## config.mk

```make
export PLATFORM = sky130hd
export DESIGN_NAME = cpu_cycle_ctrl
export DESIGN_NICKNAME = d
export VERILOG_FILES = /design/src/rtl/cpu_cycle_ctrl.sv
export SDC_FILE = /design/constraint.sdc
export NUM_CORES = 1
export LEC_CHECK = 0
export CORE_MARGIN = 1
export CORE_UTILIZATION = 35
export DETAILED_ROUTE_END_ITERATION = 12
export SLEW_MARGIN = 5
export SYNTH_ARGS = -nofsm -noshare
export SYNTH_HDL_FRONTEND = slang
export SYNTH_SLANG_ARGS = --single-unit
```

## constraint.sdc

```tcl
create_clock -name clk -period 5.1 [get_ports clk]
set_input_delay 0.51 -clock clk [delete_from_list [all_inputs] [get_ports clk]]
set_output_delay 0.51 -clock clk [all_outputs]
set_load 0.1 [all_outputs]
```

## src/rtl/cpu_cycle_ctrl.sv

```systemverilog
// CPU execution controller: stretched reset, run/halt/N-cycle step via clock enable, cycle counter.
// Optional breakpoint halt enabled by defining CPU_CYCLE_BREAK_EN.
`timescale 1ns/1ps
module cpu_cycle_ctrl #(
   parameter int RST_CYCLES = 4,
   parameter int CW         = 16,
   parameter int AUTO_RUN   = 0
) (
   input  logic          clk,
   input  logic          rst_n,
   input  logic          run_req,
   input  logic          halt_req,
   input  logic          step_req,
   input  logic [CW-1:0] step_n,
   input  logic [CW-1:0] bp_cycle,
   output logic          cpu_rst_n,
   output logic          cpu_en,
   output logic [1:0]    state,
   output logic [CW-1:0] cycle_cnt,
   output logic          bp_hit
);

   typedef enum logic [1:0] {
      RST_HOLD = 2'd0,
      HALTED   = 2'd1,
      RUNNING  = 2'd2,
      STEPPING = 2'd3
   } state_t;

   localparam logic [7:0]    HOLD_LAST = 8'(RST_CYCLES - 1);
   localparam logic [CW-1:0] ONE       = {{(CW-1){1'b0}}, 1'b1};

   state_t        st;
   logic [7:0]    hold_cnt;
   logic [CW-1:0] remain;
   logic [CW-1:0] cnt_nxt;
   logic          bp_match;

   assign cpu_en  = (st == RUNNING) || (st == STEPPING);
   assign state   = st;
   assign cnt_nxt = cycle_cnt + ONE;

`ifdef CPU_CYCLE_BREAK_EN
   assign bp_match = cpu_en && (cnt_nxt == bp_cycle);
`else
   logic unused_bp;
   assign unused_bp = ^bp_cycle;
   assign bp_match  = 1'b0;
`endif

   always_ff @(posedge clk or negedge rst_n) begin
      if (!rst_n) begin
         st        <= RST_HOLD;
         cpu_rst_n <= 1'b0;
         cycle_cnt <= '0;
         bp_hit    <= 1'b0;
         hold_cnt  <= '0;
         remain    <= '0;
      end else begin
         bp_hit <= 1'b0;
         if (cpu_en) cycle_cnt <= cnt_nxt;
         case (st)
            RST_HOLD: begin
               if (hold_cnt == HOLD_LAST) begin
                  cpu_rst_n <= 1'b1;
                  st        <= (AUTO_RUN != 0) ? RUNNING : HALTED;
               end else begin
                  hold_cnt <= hold_cnt + 8'd1;
               end
            end
            HALTED: begin
               // halt_req outranks the others even here: it simply keeps us halted
               if (halt_req) begin
                  st <= HALTED;
               end else if (step_req) begin
                  remain <= (step_n == '0) ? ONE : step_n;
                  st     <= STEPPING;
               end else if (run_req) begin
                  st <= RUNNING;
               end
            end
            RUNNING: begin
               if (halt_req || bp_match) begin
                  st     <= HALTED;
                  bp_hit <= bp_match;
               end
            end
            STEPPING: begin
               if (halt_req || bp_match || remain == ONE) begin
                  st     <= HALTED;
                  remain <= '0;
                  bp_hit <= bp_match;
               end else begin
                  remain <= remain - ONE;
               end
            end
            default: st <= RST_HOLD;
         endcase
      end
   end

endmodule

```

==> metrics.csv <==
metric,value,unit
outcome,"finished, final reports clean",
routed.top_layer,met4,
postCtsResizedCells,0,
largest_family_of_logic_cells_by_synthesized_area,simple AND/OR/NAND/NOR gates,
holdCritPathClass,input pin to async pin,
number_of_buffers_inserted_during_clock_tree_synthesis,5,
chipHeight,82.2,µm
placement_rows,28,
post_cts_hold_buffer_count,0,
crit_buf_inv,1,
synth_top_cell_area_share,47.8,%
setup_total_negative_slack,0,ns
placement.io_buffers,40,
compound_cell_area_share_of_the_yosys_netlist,11.2,%
worst_setup_path_start_kind,flop,
first_global_vias,1677,
layout_worst_path_cycle_share,52.4,%
global_route.usage.total,16.1,%
final_layout_size_suffix_gt1_share,7.00,%
cts.path.max_buffers,2,
first_iter_violations,120,
critical_path_cell_by_cell,clkdlybuf4s50_1,
pin_count_of_the_biggest_net_entering_global_routing,44,
met3_wirelength,193,µm
slew_headroom,35.1,%
worstSetupPathType,flop to output port,
worst-endpoint-arrival,2.16,ns
routedWlPerCell,14.3,µm
synth_seq_cells,43,
postLayoutCoreUtil,45.8,%
post-cts-setup-buffer-count,0,
worst_path_dominant_cell_family,buffers and inverters,
most_common_cell_in_the_synthesized_netlist,dfrtp_1,
floorplan.initialDensity,37.2,%
area_of_the_core_region,6060,µm²
globalRouteOverflowTotal,0,
grt_setup_unrepaired,no,
antenna_left,0,
synth_area_leader_cell,dfrtp_1,
clk-insertion-delay-late,0.29,ns
post_synth_and_or_nand_nor_area_fraction,21.2,%
mappedNetlistArea,2250,µm²
max-vdd-ir-drop,0.000369,V
setup_viol,0,
cts-root-buf,clkbuf_8,
rrSetupSlack,2.48,ns
tritoncts_sinks,43,
worst_ep_required_time,4.59,ns
adder_cell_area_share_of_the_yosys_netlist,2.22,%
initial_antenna_violation_count,0,
critical_path.reg2reg.startpoint,remain[1],
layout.nets,298,
critical_path_peak_fanout,15,
grt_first_pass_wirelength,8230,µm
num_vias,1753,
average_size_of_a_mapped_cell,10.3,µm²
synth_edf_count,0,
synth_cell_type_count,45,
dr_wl_met2,2090,µm
synth_xor_area_share,10.1,%
async_flop_share,100,%
ys_seq_area_share,47.8,%
final-max-slew-violation-count,0,
drt_met1_wl,2390,µm
synthesis.yosys.warnings,0,
mappedNetlistNets,259,
post_synth_mux_area_share,3.78,%
worst_slew_pin_tran,0.970,ns
max_cap_violations,0,
first_drt_pass_iteration_count,4,
most_instantiated_flip_flop_cell_in_the_synthesis_netlist,dfrtp_1,
totalWireLength,4750,µm
finalClockSkew,0.00594,ns
cp-end-kind,output port,
timing.final.hold_violations,0,
dp_hpwl,3470,µm
post-route-drc-count,0,
p_leak,1.16,nW
clk_pin_slew,0.08,ns
syn-instance-count,218,
final.min_clock_period,2.67,ns
design.die.area,6760,µm²
max_stage_delay,1.23,ns
gpl.final_weighted_congestion,0.849,
antenna_cells,0,
p_per_area,574,nW/µm²
critPathLaunch,state[1],
area.growth.synth_to_final,23.3,%
cp_slowest_cell,clkdlybuf4s50_1,
ys_top_cells_by_count,"dfrtp_1 (43), xnor2_1 (20), nor2_1 (19)",
chipWidth,82.2,µm
post_synth_main_area_contributors,"dfrtp_1 (48%), xnor2_1 (7.8%), nor2_1 (3.2%), a221o_1 (3.1%), nor4_1 (2.8%)",
vias_per_cell,5.28,
max_freq,0.374,GHz
tritoncts,yes,
ctsHtreeMaxLevel,2,
io-pin-count,58,
[placed cells by master, fill, tap and decap left out, types with 2 or more instances in the layout]
cell type         n
clkdlybuf4s50_1  39
nor2_2            2
dfrtp_1          43
ha_1              4
mux2i_1           4
a21o_1            3
and3_1            3
nor2_1           19
o21ai_0          10
a22oi_1           2
nand2_1          16
xor2_1            6
nor4_1           10
nor3_1           11
and2_1            2
a21oi_1           4
a221o_1           7
xnor2_1          20
mux2_2            4
clkbuf_8          5
inv_1             4
nand3_1           5
o22ai_1           4
nand4_1           8
nor3b_1           2
or2_2             2
[cells by family (layout without fill, tap and decap cells)]
logic type	after synthesis	in the layout
compound gates	36	36
xor+xnor	26	26
fa+ha+maj	4	4
buf+inv	12	51
flops	43	43
mux	8	8
other cells	1	1
simple gates	88	88
[flip-flops by register name, summed over array words and instances, names as in the netlist]
signal     flops
cycle_cnt     16
remain        16
hold_cnt       8
state          2
cpu_rst_n      1
[report_power, final]
part	leakage, nW	internal (mW)	switching [mW]
Combinational	0.550	0.257	0.513
Sequential	0.558	0.442	0.130
Clock	0.0513	0.143	0.109
Total	1.16	0.842	0.751
[worst paths after layout]
path	to	depth (start not counted)
max	cpu_en	1
min	cycle_cnt[0]	1
max reg2reg	remain[13]	7
min reg2reg	cpu_rst_n	1
max in group asynchronous	remain[14]	1
min in group clk	cpu_rst_n	1
[final cells by class]
cell class              instances  area (µm²)
clock buffers                   6        72.6
clock inverters                 1        30.0
fillers                       576        3280
inverters                       4        15.0
multi-input cells             163        1090
flip-flops and latches         43        1080
well taps                      75        93.8
repair buffers                 40         395
[per-layer routing]
layer,GRT usage (%),vias to the layer above
met5,0,-
met4,5.79,0
met3,3.08,6
met2,23.5,36
met1,23.4,840
li1,-,871
[stage by stage]
stage	instances	hold WS, ns	total power, mW	worst slack [ns]	area [µm²]
after floorplan	218	0.214	1.17	2.71	2250
final	332	0.352	1.59	2.43	2780
after CTS	332	0.387	1.60	2.41	2780
after detailed placement	325	0.449	1.34	2.54	2680
after global routing	332	0.438	1.69	2.28	2780
after global placement	325	0.451	1.34	2.52	2680
Note: power is estimated with default switching activity, not from simulation.
